## src/rtl/add_seq_ctrl_if.sv

```systemverilog
// add_seq_ctrl_if
//
// Purpose: groups the three handshake/bus paths of the multi-byte add
// sequencer into one bundle:
//   - the byte-serial operand input stream
//   - the 8-bit adder core connection
//   - the byte-serial result output stream
//
// Signals:
//   in_valid, in_byte, in_cin   operand stream from upstream
//   in_ready                    sequencer accepts an operand byte
//   op_sub                      subtract select (only when SUBTRACT_EN is defined)
//   add_a, add_b, add_cin       operands driven to the adder core
//   add_sum, add_cout           adder core results (combinational)
//   out_valid, out_byte,
//   out_last, out_carry         result stream to downstream
//   out_ready                   downstream accepts a result byte
//
// Modports:
//   master  sequencer side
//   slave   environment side (upstream, adder core, downstream)
//
// Optional feature macro: SUBTRACT_EN
interface add_seq_ctrl_if;
  logic       in_valid;
  logic       in_ready;
  logic [7:0] in_byte;
  logic       in_cin;
`ifdef SUBTRACT_EN
  logic       op_sub;
`endif
  logic [7:0] add_a;
  logic [7:0] add_b;
  logic       add_cin;
  logic [7:0] add_sum;
  logic       add_cout;
  logic       out_valid;
  logic       out_ready;
  logic [7:0] out_byte;
  logic       out_last;
  logic       out_carry;

  modport master (
`ifdef SUBTRACT_EN
    input  op_sub,
`endif
    input  in_valid, in_byte, in_cin, add_sum, add_cout, out_ready,
    output in_ready, add_a, add_b, add_cin,
    output out_valid, out_byte, out_last, out_carry
  );

  modport slave (
`ifdef SUBTRACT_EN
    output op_sub,
`endif
    output in_valid, in_byte, in_cin, add_sum, add_cout, out_ready,
    input  in_ready, add_a, add_b, add_cin,
    input  out_valid, out_byte, out_last, out_carry
  );
endinterface

```

## src/rtl/add_seq_ctrl.sv

```systemverilog
// add_seq_ctrl
//
// Purpose: multi-byte add sequencer wrapped around an external 8-bit adder
// core.
//   1. Collects two NBYTES-wide operands byte-serially, LSB first:
//      A[0..NBYTES-1], then B[0..NBYTES-1].
//   2. Drives them through the adder one byte per cycle, chaining the carry
//      in a register.
//   3. Streams the result bytes and the final carry out.
//
// Parameters:
//   NBYTES  operand width in bytes (2..16), default 4
//
// Ports:
//   clk   single clock, rising edge
//   rst   synchronous active-high reset
//   bus   add_seq_ctrl_if.master
//         (operand stream, adder core connection, result stream)
//   busy  high while adding or draining results
//
// Optional feature macro: SUBTRACT_EN
//   When defined, op_sub (sampled with A[0]) selects A-B:
//     - the B bytes are inverted;
//     - the first carry is forced to 1.
//   out_carry=1 then means "no borrow".
module add_seq_ctrl #(
  parameter int NBYTES = 4
) (
  input  logic           clk,
  input  logic           rst,
  add_seq_ctrl_if.master bus,
  output logic           busy
);

  localparam int CW = $clog2(2 * NBYTES);
  localparam int IW = $clog2(NBYTES);

  localparam logic [1:0] ST_LOAD  = 2'd0;
  localparam logic [1:0] ST_ADD   = 2'd1;
  localparam logic [1:0] ST_DRAIN = 2'd2;

  localparam logic [CW-1:0] LAST_IN   = CW'(2 * NBYTES - 1);
  localparam logic [CW-1:0] LAST_BYTE = CW'(NBYTES - 1);
  localparam logic [CW-1:0] NB_CW     = CW'(NBYTES);
  localparam logic [CW-1:0] ONE       = CW'(1);

  logic [1:0]    state;
  logic [CW-1:0] cnt;
  logic          carry;
  logic          cin_lat;
  logic          sub_mode;

  logic [7:0] op_a [NBYTES];
  logic [7:0] op_b [NBYTES];
  logic [7:0] res  [NBYTES];

  logic [IW-1:0] byte_idx;
  logic [IW-1:0] load_idx;
  logic          in_fire;
  logic          out_fire;
  logic          last_byte;

  // During LOAD, cnt spans both operands; fold it back to a per-operand index.
  assign byte_idx  = cnt[IW-1:0];
  assign load_idx  = (cnt < NB_CW) ? cnt[IW-1:0] : IW'(cnt - NB_CW);
  assign last_byte = (cnt == LAST_BYTE);
  assign in_fire   = bus.in_valid && bus.in_ready;
  assign out_fire  = bus.out_valid && bus.out_ready;

`ifdef SUBTRACT_EN
  logic sub_lat;
  assign sub_mode = sub_lat;
`else
  assign sub_mode = 1'b0;
`endif

  // All outputs are forced low while rst is asserted, so nothing leaks out
  // of a half-finished operation during the reset cycle itself.
  always_comb begin
    bus.in_ready  = 1'b0;
    bus.add_a     = 8'h00;
    bus.add_b     = 8'h00;
    bus.add_cin   = 1'b0;
    bus.out_valid = 1'b0;
    bus.out_byte  = 8'h00;
    bus.out_last  = 1'b0;
    bus.out_carry = 1'b0;
    busy          = 1'b0;
    if (!rst) begin
      bus.out_carry = carry;
      case (state)
        ST_LOAD: begin
          bus.in_ready = 1'b1;
        end
        ST_ADD: begin
          busy        = 1'b1;
          bus.add_a   = op_a[byte_idx];
          bus.add_b   = sub_mode ? ~op_b[byte_idx] : op_b[byte_idx];
          // The first byte's carry comes from the latched input (or is
          // forced to 1 for two's-complement subtract); later bytes chain.
          bus.add_cin = (cnt == '0) ? (sub_mode | cin_lat) : carry;
        end
        ST_DRAIN: begin
          busy          = 1'b1;
          bus.out_valid = 1'b1;
          bus.out_byte  = res[byte_idx];
          bus.out_last  = last_byte;
        end
        default: begin
          busy = 1'b0;
        end
      endcase
    end
  end

  // Control state, carry chain and result registers.
  always_ff @(posedge clk) begin
    if (rst) begin
      state <= ST_LOAD;
      cnt   <= '0;
      carry <= 1'b0;
      for (int i = 0; i < NBYTES; i++) begin
        res[i] <= 8'h00;
      end
    end else begin
      case (state)
        ST_LOAD: begin
          if (in_fire) begin
            if (cnt == LAST_IN) begin
              state <= ST_ADD;
              cnt   <= '0;
            end else begin
              cnt <= cnt + ONE;
            end
          end
        end
        ST_ADD: begin
          res[byte_idx] <= bus.add_sum;
          carry         <= bus.add_cout;
          if (last_byte) begin
            state <= ST_DRAIN;
            cnt   <= '0;
          end else begin
            cnt <= cnt + ONE;
          end
        end
        ST_DRAIN: begin
          if (out_fire) begin
            if (last_byte) begin
              state <= ST_LOAD;
              cnt   <= '0;
            end else begin
              cnt <= cnt + ONE;
            end
          end
        end
        default: begin
          state <= ST_LOAD;
          cnt   <= '0;
        end
      endcase
    end
  end

  // Operand capture. No reset is needed here: a reset returns to LOAD, and
  // LOAD refills every entry before the next ADD reads any of them.
  always_ff @(posedge clk) begin
    if (in_fire) begin
      if (cnt < NB_CW) begin
        op_a[load_idx] <= bus.in_byte;
      end else begin
        op_b[load_idx] <= bus.in_byte;
      end
      if (cnt == '0) begin
        cin_lat <= bus.in_cin;
`ifdef SUBTRACT_EN
        sub_lat <= bus.op_sub;
`endif
      end
    end
  end

endmodule

```

## src/flat_wrapper.sv

```systemverilog
// flat-port wrapper written by rule: the top's interface ports become plain ports
module add_seq_ctrl_flat 
#(
  parameter int NBYTES = 4
)
  (clk, rst, busy, bus_in_valid, bus_in_byte, bus_in_cin, bus_add_sum, bus_add_cout, bus_out_ready, bus_in_ready, bus_add_a, bus_add_b, bus_add_cin, bus_out_valid, bus_out_byte, bus_out_last, bus_out_carry);
  add_seq_ctrl_if bus_i ();
  input  logic clk;
  input  logic rst;
  output logic busy;
  input wire logic [$bits(bus_i.in_valid)-1:0] bus_in_valid;
  input wire logic [$bits(bus_i.in_byte)-1:0] bus_in_byte;
  input wire logic [$bits(bus_i.in_cin)-1:0] bus_in_cin;
  input wire logic [$bits(bus_i.add_sum)-1:0] bus_add_sum;
  input wire logic [$bits(bus_i.add_cout)-1:0] bus_add_cout;
  input wire logic [$bits(bus_i.out_ready)-1:0] bus_out_ready;
  output wire logic [$bits(bus_i.in_ready)-1:0] bus_in_ready;
  output wire logic [$bits(bus_i.add_a)-1:0] bus_add_a;
  output wire logic [$bits(bus_i.add_b)-1:0] bus_add_b;
  output wire logic [$bits(bus_i.add_cin)-1:0] bus_add_cin;
  output wire logic [$bits(bus_i.out_valid)-1:0] bus_out_valid;
  output wire logic [$bits(bus_i.out_byte)-1:0] bus_out_byte;
  output wire logic [$bits(bus_i.out_last)-1:0] bus_out_last;
  output wire logic [$bits(bus_i.out_carry)-1:0] bus_out_carry;
  assign bus_i.in_valid = bus_in_valid;
  assign bus_i.in_byte = bus_in_byte;
  assign bus_i.in_cin = bus_in_cin;
  assign bus_i.add_sum = bus_add_sum;
  assign bus_i.add_cout = bus_add_cout;
  assign bus_i.out_ready = bus_out_ready;
  assign bus_in_ready = bus_i.in_ready;
  assign bus_add_a = bus_i.add_a;
  assign bus_add_b = bus_i.add_b;
  assign bus_add_cin = bus_i.add_cin;
  assign bus_out_valid = bus_i.out_valid;
  assign bus_out_byte = bus_i.out_byte;
  assign bus_out_last = bus_i.out_last;
  assign bus_out_carry = bus_i.out_carry;
  add_seq_ctrl #(.NBYTES(NBYTES)) u_core (.clk(clk), .rst(rst), .bus(bus_i), .busy(busy));
endmodule
```

## config.mk

```make
export PLATFORM = sky130hd
export DESIGN_NAME = add_seq_ctrl_flat
export DESIGN_NICKNAME = d
export VERILOG_FILES = /design/src/rtl/add_seq_ctrl_if.sv /design/src/rtl/add_seq_ctrl.sv /design/src/flat_wrapper.sv
export SDC_FILE = /design/constraint.sdc
export NUM_CORES = 1
export LEC_CHECK = 0
export CAP_MARGIN = 15
export CORE_MARGIN = 4
export CORE_UTILIZATION = 40
export DETAILED_ROUTE_END_ITERATION = 10
export SYNTH_ARGS = -nofsm -noshare
export SYNTH_HDL_FRONTEND = slang
export SYNTH_SLANG_ARGS = --single-unit
```

## constraint.sdc

```tcl
create_clock -name clk -period 5.6 [get_ports clk]
set_input_delay 0.84 -clock clk [delete_from_list [all_inputs] [get_ports clk]]
set_output_delay 0.84 -clock clk [all_outputs]
set_load 0.1 [all_outputs]
```

### Word-level counts from Yosys, hierarchy flattened

Memories as Yosys holds them, arrays and structs flattened. A register that Yosys moved wholly into a read port is not among the register bits.
Index checks and enable logic that the tools add are counted.

* bits in latches: 0
* word-level logic and storage cells: 78
* RAM bits: 96
* memories: 3
* flip-flop bits (word level): 7
* bits in read-only memories: 0

* equality and inequality tests: 9
* reduce and logical (&&, ||, !) cells: 9
* multipliers: 0
* shift operators: 0
* bitwise logic cells: 0
* divide/modulo/power cells: 0
* add/sub/neg operators: 2
* muxes and demuxes: 50
* magnitude comparators: 1

Memories
* u_core.op_a: words 4, width 8, read ports 1, clocked after memory_dff 1, wr ports 1, RTL line add_seq_ctrl.sv:53 `logic [7:0] op_a [NBYTES];`
* u_core.op_b: words 4, width 8, read ports 1, clocked after memory_dff 1, wr ports 1, RTL line add_seq_ctrl.sv:54 `logic [7:0] op_b [NBYTES];`
* u_core.res: words 4, width 8, read ports 1, clocked after memory_dff 1, wr ports 4, RTL line add_seq_ctrl.sv:55 `logic [7:0] res [NBYTES];`

Operators by type and width (number)
* $mux W8: 7
* $mux W2: 13
* $mux W1: 24
* $mux W3: 4
* $ne A2 B1 Y1 const B: 5
* $pmux W3 S3: 1
* $reduce_or A8 Y1: 1
* $pmux W2 S3: 1
* $reduce_and A5 Y1: 1
* $reduce_and A2 Y1: 2
* $add A3 B1 Y3 const B: 1
* $eq A3 B2 Y1 const B: 1
* $eq A3 B3 Y1 const B: 1
* $logic_not A3 Y1: 1
* $lt A3 B3 Y1 const B: 1
* $eq A2 B1 Y1 const B: 1
* $eq A2 B2 Y1 const B: 1
* $logic_and A1 B1 Y1: 2
* $logic_not A2 Y1: 1
* $reduce_or A2 Y1: 1
* $sub A2 B1 Y2 const B: 1

### Depth between registers and ports, before layout

Gate-level depths: netlist (run 1).

* depth in word-level cells: 8
* depth in mapped cells: 7
* mapped depth without buffers: 7

### Worst setup path before layout (run 1)

No wires, ideal clock.

* kind: input to output
* from: input port rst
* to: output port bus_out_last
* slack: 1.536 ns
* path buffers: 1
* arrival time: 3.224 ns
* stages on the path: 3
* cells stage by stage: buf_6 > nor2b_1 > and2_1

* longest elaborated chain between the ends: 1

Ends and longest elaborated chain
* from (decl): RTL line flat_wrapper.sv:9 `input logic rst;`
* $mux W1: RTL line add_seq_ctrl.sv:89 `if (!rst) begin`
* to (decl): RTL line flat_wrapper.sv:23 `output wire logic [$bits(bus_i.out_last)-1:0] bus_out_last;`

No other way between the ends.

### Worst setup path after layout (run 1)

* from: input port rst
* to: output port bus_add_a[0]

* longest elaborated chain between the ends: 1

Ends and longest elaborated chain
* $mux W8: RTL line add_seq_ctrl.sv:89
* to (decl): RTL line flat_wrapper.sv:18 `output wire logic [$bits(bus_i.add_a)-1:0] bus_add_a;`

No other way between the ends.

==> impl_metrics.toml, run 1 <==
[timing]
final.hold.worst_slack_ps = 532
timing_hold_violations_final = 0
timing_max_transition_violations_final = 0
tightest_slew_ps = 981
totalNegativeSetupSlack_ps = 0
timing.max_slew.rel_slack = 0.344
max_freq_mhz = 236
fin_crit_ps = 4230
finClkSkew_ps = 7.79
report.final.setup_viol = 0
fin_crit_share = 0.756
unrepaired_setup_endpoints_after_global_routing = "false"

[power]
static-leakage-power_nw = 1.90
share_of_power_burned_in_registers = 0.580
power.clock.fraction = 0.368
ir_worst_vdd_uv = 132
power.net_switching_mw = 0.298
internal_portion_of_total_power_mw = 1.21
power.density_mw_per_mm2 = 270
power.share.combinational = 0.052
power_switching_share = 0.197

[critical_path]
arrival_ps = 3390
crit_type = "input pin to output pin"
worst-r2r-setup-slack_ps = 2800
r2r_worst_path_depth = 6
crit_path_end_kind = "output pin"
cp_max_fo = 20
rr_endpoint = "u_core.res[2][1]"
startpoint = "rst"
timing.critical_path.from_type = "input pin"
critical_path_rt_ps = 4760
crit-reg2reg-launch = "u_core.state[1]"

[floorplan]
core_region_area_mm2 = 0.0115
placementRows = 39
die_height_um = 117
chipWidth_um = 117
design.die.area_mm2 = 0.0136
start_util = 0.412
ioPinCount = 52

[final_layout]
n_antenna_cell = 0
layout_commonest_cell = "sky130_fd_sc_hd__edfxtp_1"
area.growth.synth_to_final_pct = 18.3
post_route_cells_drive_above_1_share = 0.137
mostFrequentLayoutCells = "97 x sky130_fd_sc_hd__edfxtp_1, 51 x sky130_fd_sc_hd__clkdlybuf4s50_1, 23 x sky130_fd_sc_hd__nor2b_1"
num-nets-final = 374

[clocking]
cts_max_level = 3
cts.repair_timing.setup_buffer_count = 0
clock-sinks = 105
clk_latency_ps = 330
cts_buffer_depth = 2
ctsHoldBuffers = 0
cts-buffers-inserted = 9
clock_tree_from_tritoncts = "built"
post_cts_resized = 0
clkSlewWorstSetupHoldPaths_ps = 70
clockRootBuffer = "sky130_fd_sc_hd__clkbuf_16"

[placed_design]
port_buffers = 51
gp_congestion = 0.731
detailed_place_hpwl_mm = 5.58

[synth]
synth_edf_count = 97
area_of_the_mapped_netlist_mm2 = 0.00472
postSynthRegisterBits = 105
yosys.area.top_type_share = 0.617
synth_top_area_cell = "sky130_fd_sc_hd__edfxtp_1"
synthesis.instances = 284
synth.avg_cell_area_um2 = 16.6
yosysSeqAreaShare = 0.651
synth-async-reset-ratio = 0
count_of_different_cell_masters_after_synthesis = 32
yosys_most_used_dff = "sky130_fd_sc_hd__edfxtp_1"
number_of_warnings_issued_by_yosys = 0
mappedNetlistNets = 321
yosys-top-cells-area = "sky130_fd_sc_hd__edfxtp_1 62%, sky130_fd_sc_hd__mux4_2 9.5%, sky130_fd_sc_hd__ha_1 4.0%"

[drt]
number_of_detailed_route_iterations_in_the_first_pass = 4
vias_per_cell = 4.95
vias = 2400
detail_route.drc_violations = 0
postRouteWirelength_mm = 8.50
wl_per_cell_um = 17.5
detail_route.iter0.violations = 98
route.antenna.remaining_nets = 0

[grt]
first_pass_grt_wire_length_mm = 13.5
first_global_vias = 2491
grt_start_max_net_pins = 21
track_usage = 0.134
grt_antenna_before_repair = 0
globalRoute.totalOverflow = 0

[min_path]
holdCritPathClass = "register to register"
holdCritStartpoint = "u_core.state[0]"
hold-path-endpoint = "u_core.state[0]"
timing.hold.worst_path_depth = 2

[outcome]
run_status = "finished, final reports clean"

[job]
maxCapViolCount = 0
==> worst max-delay path: stages <==
cell and delay [ps]:
sky130_fd_sc_hd__clkdlybuf4s50_1 710, sky130_fd_sc_hd__nand2b_4 440, sky130_fd_sc_hd__nor2b_1 230, sky130_fd_sc_hd__clkdlybuf4s50_1 1160
==> power by group through the flow <==
stage                     Sequential, mW  Clock (mW)  Combinational, mW
after floorplan                    0.889           0             0.0549
after global placement             0.894           0             0.0782
after detailed placement           0.894           0             0.0788
after CTS                          0.877       0.571             0.0792
after global routing               0.878       0.610             0.0847
final                              0.877       0.556             0.0779
==> metrics by stage <==
step	power, mW	setup WS, ps	instance area, µm²	cells	utilization
3_3_place_gp	0.972	1350	5330	469	0.465
2_1_floorplan	0.944	1540	4720	284	-
6_report	1.51	1370	5590	485	0.487
3_5_place_dp	0.973	1320	5330	469	0.465
4_1_cts	1.53	1330	5590	485	0.487
5_1_grt	1.57	1230	5590	485	0.487
==> how the worst max path moves through the flow <==
stage,end,slack [ps],depth (start not counted)
global route,bus_out_byte[6],1230,4
CTS,bus_add_a[0],1330,4
floorplan,bus_out_last,1540,3
finish,bus_add_a[0],1370,4
global placement,bus_add_a[0],1350,4
detailed placement,bus_add_a[0],1320,4
==> cell usage after synthesis (all sizes together) (2+ instances only) <==
library cell	number
nand4	2
inv	16
nor2b	29
a21oi	4
nand2	10
mux4	24
buf	9
dfxtp	8
mux2i	4
nand3	2
edfxtp	97
and3	2
nor2	20
nand2b	13
and2	18
clkbuf	2
ha	15
==> sequential cells by signal (all words and copies together) (netlist names), named ones only <==
signal          count
u_core.res         32
u_core.cin_lat      1
u_core.op_b        32
u_core.carry        1
u_core.state        2
u_core.op_a        32
u_core.cnt          3
==> layer usage <==
metal / part of all wire / global-route usage / up-vias
met3: 0.033 / 0.0259 / 6
met4: 0.012 / 0.0459 / 0
met1: 0.45 / 0.181 / 1200
met5: 0 / 0 / -
met2: 0.50 / 0.219 / 38
li1: - / - / 1156
==> kinds of logic (layout without fill, tap and decap cells) <==
group | count (synthesis) | in the layout | synth area share
buf+inv | 27 | 85 | 0.0334
mux | 28 | 28 | 0.126
simple gates | 99 | 99 | 0.132
fa+ha+maj | 15 | 15 | 0.0397
compound gates | 10 | 10 | 0.0180
flops | 105 | 105 | 0.651
==> cell type report <==
type / instances / area, µm²
tap: 143 / 179
clock buffer: 13 / 240
clock inverter: 3 / 17.5
timing repair buffer: 53 / 526
inverter: 16 / 60.1
sequential: 105 / 3070
multi-input combinational: 152 / 1490
fill: 984 / 5880
(Power assumes the default switching activity.)
==> inputs of run 2 (changes only) <==
==> constraint.sdc (replaced) <==
create_clock -name clk -period 3.6 [get_ports clk]
set_input_delay 0.54 -clock clk [delete_from_list [all_inputs] [get_ports clk]]
set_output_delay 0.54 -clock clk [all_outputs]
set_load 0.1 [all_outputs]
==> impl_metrics.toml, run 2 (synthesis gave the netlist of run 1 again) <==
[clocking]
clock_tree_from_tritoncts = "built"
clkSlewWorstSetupHoldPaths_ps = 70
clock-sinks = 105
cts-buffers-inserted = 9
clk_latency_ps = 330
cts_max_level = 3
ctsHoldBuffers = 0
cts_buffer_depth = 2
clockRootBuffer = "sky130_fd_sc_hd__clkbuf_16"
cts.repair_timing.setup_buffer_count = 0
post_cts_resized = 0

[timing]
fin_crit_share = 0.782
tightest_slew_ps = 526
fin_crit_ps = 2810
unrepaired_setup_endpoints_after_global_routing = "false"
timing_hold_violations_final = 0
timing_max_transition_violations_final = 0
timing.max_slew.rel_slack = 0.649
final.hold.worst_slack_ps = 535
finClkSkew_ps = 4.89
report.final.setup_viol = 0
max_freq_mhz = 355
totalNegativeSetupSlack_ps = 0

[power]
internal_portion_of_total_power_mw = 1.88
ir_worst_vdd_uv = 216
power.net_switching_mw = 0.476
power_switching_share = 0.202
fin_total_pwr_mw = 2.36
power.density_mw_per_mm2 = 416
power.share.combinational = 0.053
static-leakage-power_nw = 2.01
share_of_power_burned_in_registers = 0.577
power.clock.fraction = 0.371

[floorplan]
design.die.area_mm2 = 0.0136
chipWidth_um = 117
core_region_area_mm2 = 0.0115
die_height_um = 117
ioPinCount = 52
start_util = 0.412
placementRows = 39

[placed_design]
port_buffers = 51
placement_cell_area_mm2 = 0.00542
gp_congestion = 0.753
detailed_place_hpwl_mm = 6.00

[critical_path]
critical_path_rt_ps = 3060
timing.critical_path.from_type = "input pin"
crit_type = "input pin to output pin"
cp_max_fo = 18
crit_path_end_kind = "output pin"
arrival_ps = 2270

[final_layout]
final_area_mm2 = 0.00568
n_antenna_cell = 0
postLayoutCoreUtil = 0.495
num-nets-final = 377
post_route_cells_drive_above_1_share = 0.238
mostFrequentLayoutCells = "97 x sky130_fd_sc_hd__edfxtp_1, 24 x sky130_fd_sc_hd__buf_4, 23 x sky130_fd_sc_hd__nor2b_1"
layout_commonest_cell = "sky130_fd_sc_hd__edfxtp_1"
area.growth.synth_to_final_pct = 20.2
largest_registers = "u_core.op_a: 32 flops, u_core.op_b: 32 flops, u_core.res: 32 flops"

[drt]
postRouteWirelength_mm = 8.74
detail_route.iter0.violations = 94
wl_per_cell_um = 17.9
number_of_detailed_route_iterations_in_the_first_pass = 4
vias_per_cell = 4.91
route.antenna.remaining_nets = 0
vias = 2396
detail_route.drc_violations = 0

[grt]
grt_busiest_layer = "met2"
globalRoute.totalOverflow = 0
grtUsageMet1 = 0.186
grt.met2_usage = 0.225
grt_antenna_before_repair = 0
first_global_vias = 2500
track_usage = 0.137
grt_start_max_net_pins = 23
grt.met3_usage = 0.0254
first_pass_grt_wire_length_mm = 13.7

[min_path]
holdCritPathClass = "register to register"

[outcome]
run_status = "finished, final reports clean"

[job]
maxCapViolCount = 0
==> run 2: cell types whose count changed in the layout (fill, tap and decap cells not counted), moves of 3 or more <==
cell and delta:
sky130_fd_sc_hd__clkdlybuf4s50_1 -30, sky130_fd_sc_hd__buf_4 +22, sky130_fd_sc_hd__buf_12 +11, sky130_fd_sc_hd__clkbuf_1 -3
==> run 2: per-layer routing <==
layer,wire (µm),up-vias,share of wire
met1,4000,1184,0.46
met2,4340,42,0.50
met4,130,0,0.015
li1,-,1160,-
met3,274,10,0.031
met5,0,-,0
==> run 2: path summary, 6_finish.rpt <==
| path | from | end | slack (ps) | cells after the start |
|---|---|---|---|---|
| max | rst | bus_add_a[0] | 790 | 5 |
| min | u_core.cnt[1] | register | 540 | 2 |
| max reg2reg | u_core.state[1] | u_core.res[2][5] | 1390 | 7 |
| min reg2reg | u_core.cnt[1] | register | 540 | 2 |
==> run 2: layout make-up <==
cell class	instances	area [µm²]
inverter	16	60.1
clock inverter	6	33.8
sequential	105	3070
multi-input combinational	152	1490
tap	143	179
clock buffer	10	229
timing repair buffer	56	611
fill	960	5790
==> run 2: power by group through the flow <==
stage | clock network (mW) | registers (mW) | logic, mW
final | 0.874 | 1.36 | 0.124
after global routing | 0.953 | 1.36 | 0.134
after CTS | 0.898 | 1.36 | 0.127
after detailed placement | 0 | 1.39 | 0.127
after global placement | 0 | 1.39 | 0.126
after floorplan | 0 | 1.38 | 0.0853
==> run 2: critical path, cell delays in order <==
cell and delay (ps):
sky130_fd_sc_hd__clkdlybuf4s50_1 590, sky130_fd_sc_hd__buf_4 260, sky130_fd_sc_hd__nand2b_4 300, sky130_fd_sc_hd__nor2b_1 240, sky130_fd_sc_hd__buf_4 320
==> run 2: stage by stage <==
stage               instances  setup WS (ps)
floorplan                 284           75.8
CTS                       488            744
global route              488            676
global placement          472            805
finish                    488            786
detailed placement        472            765
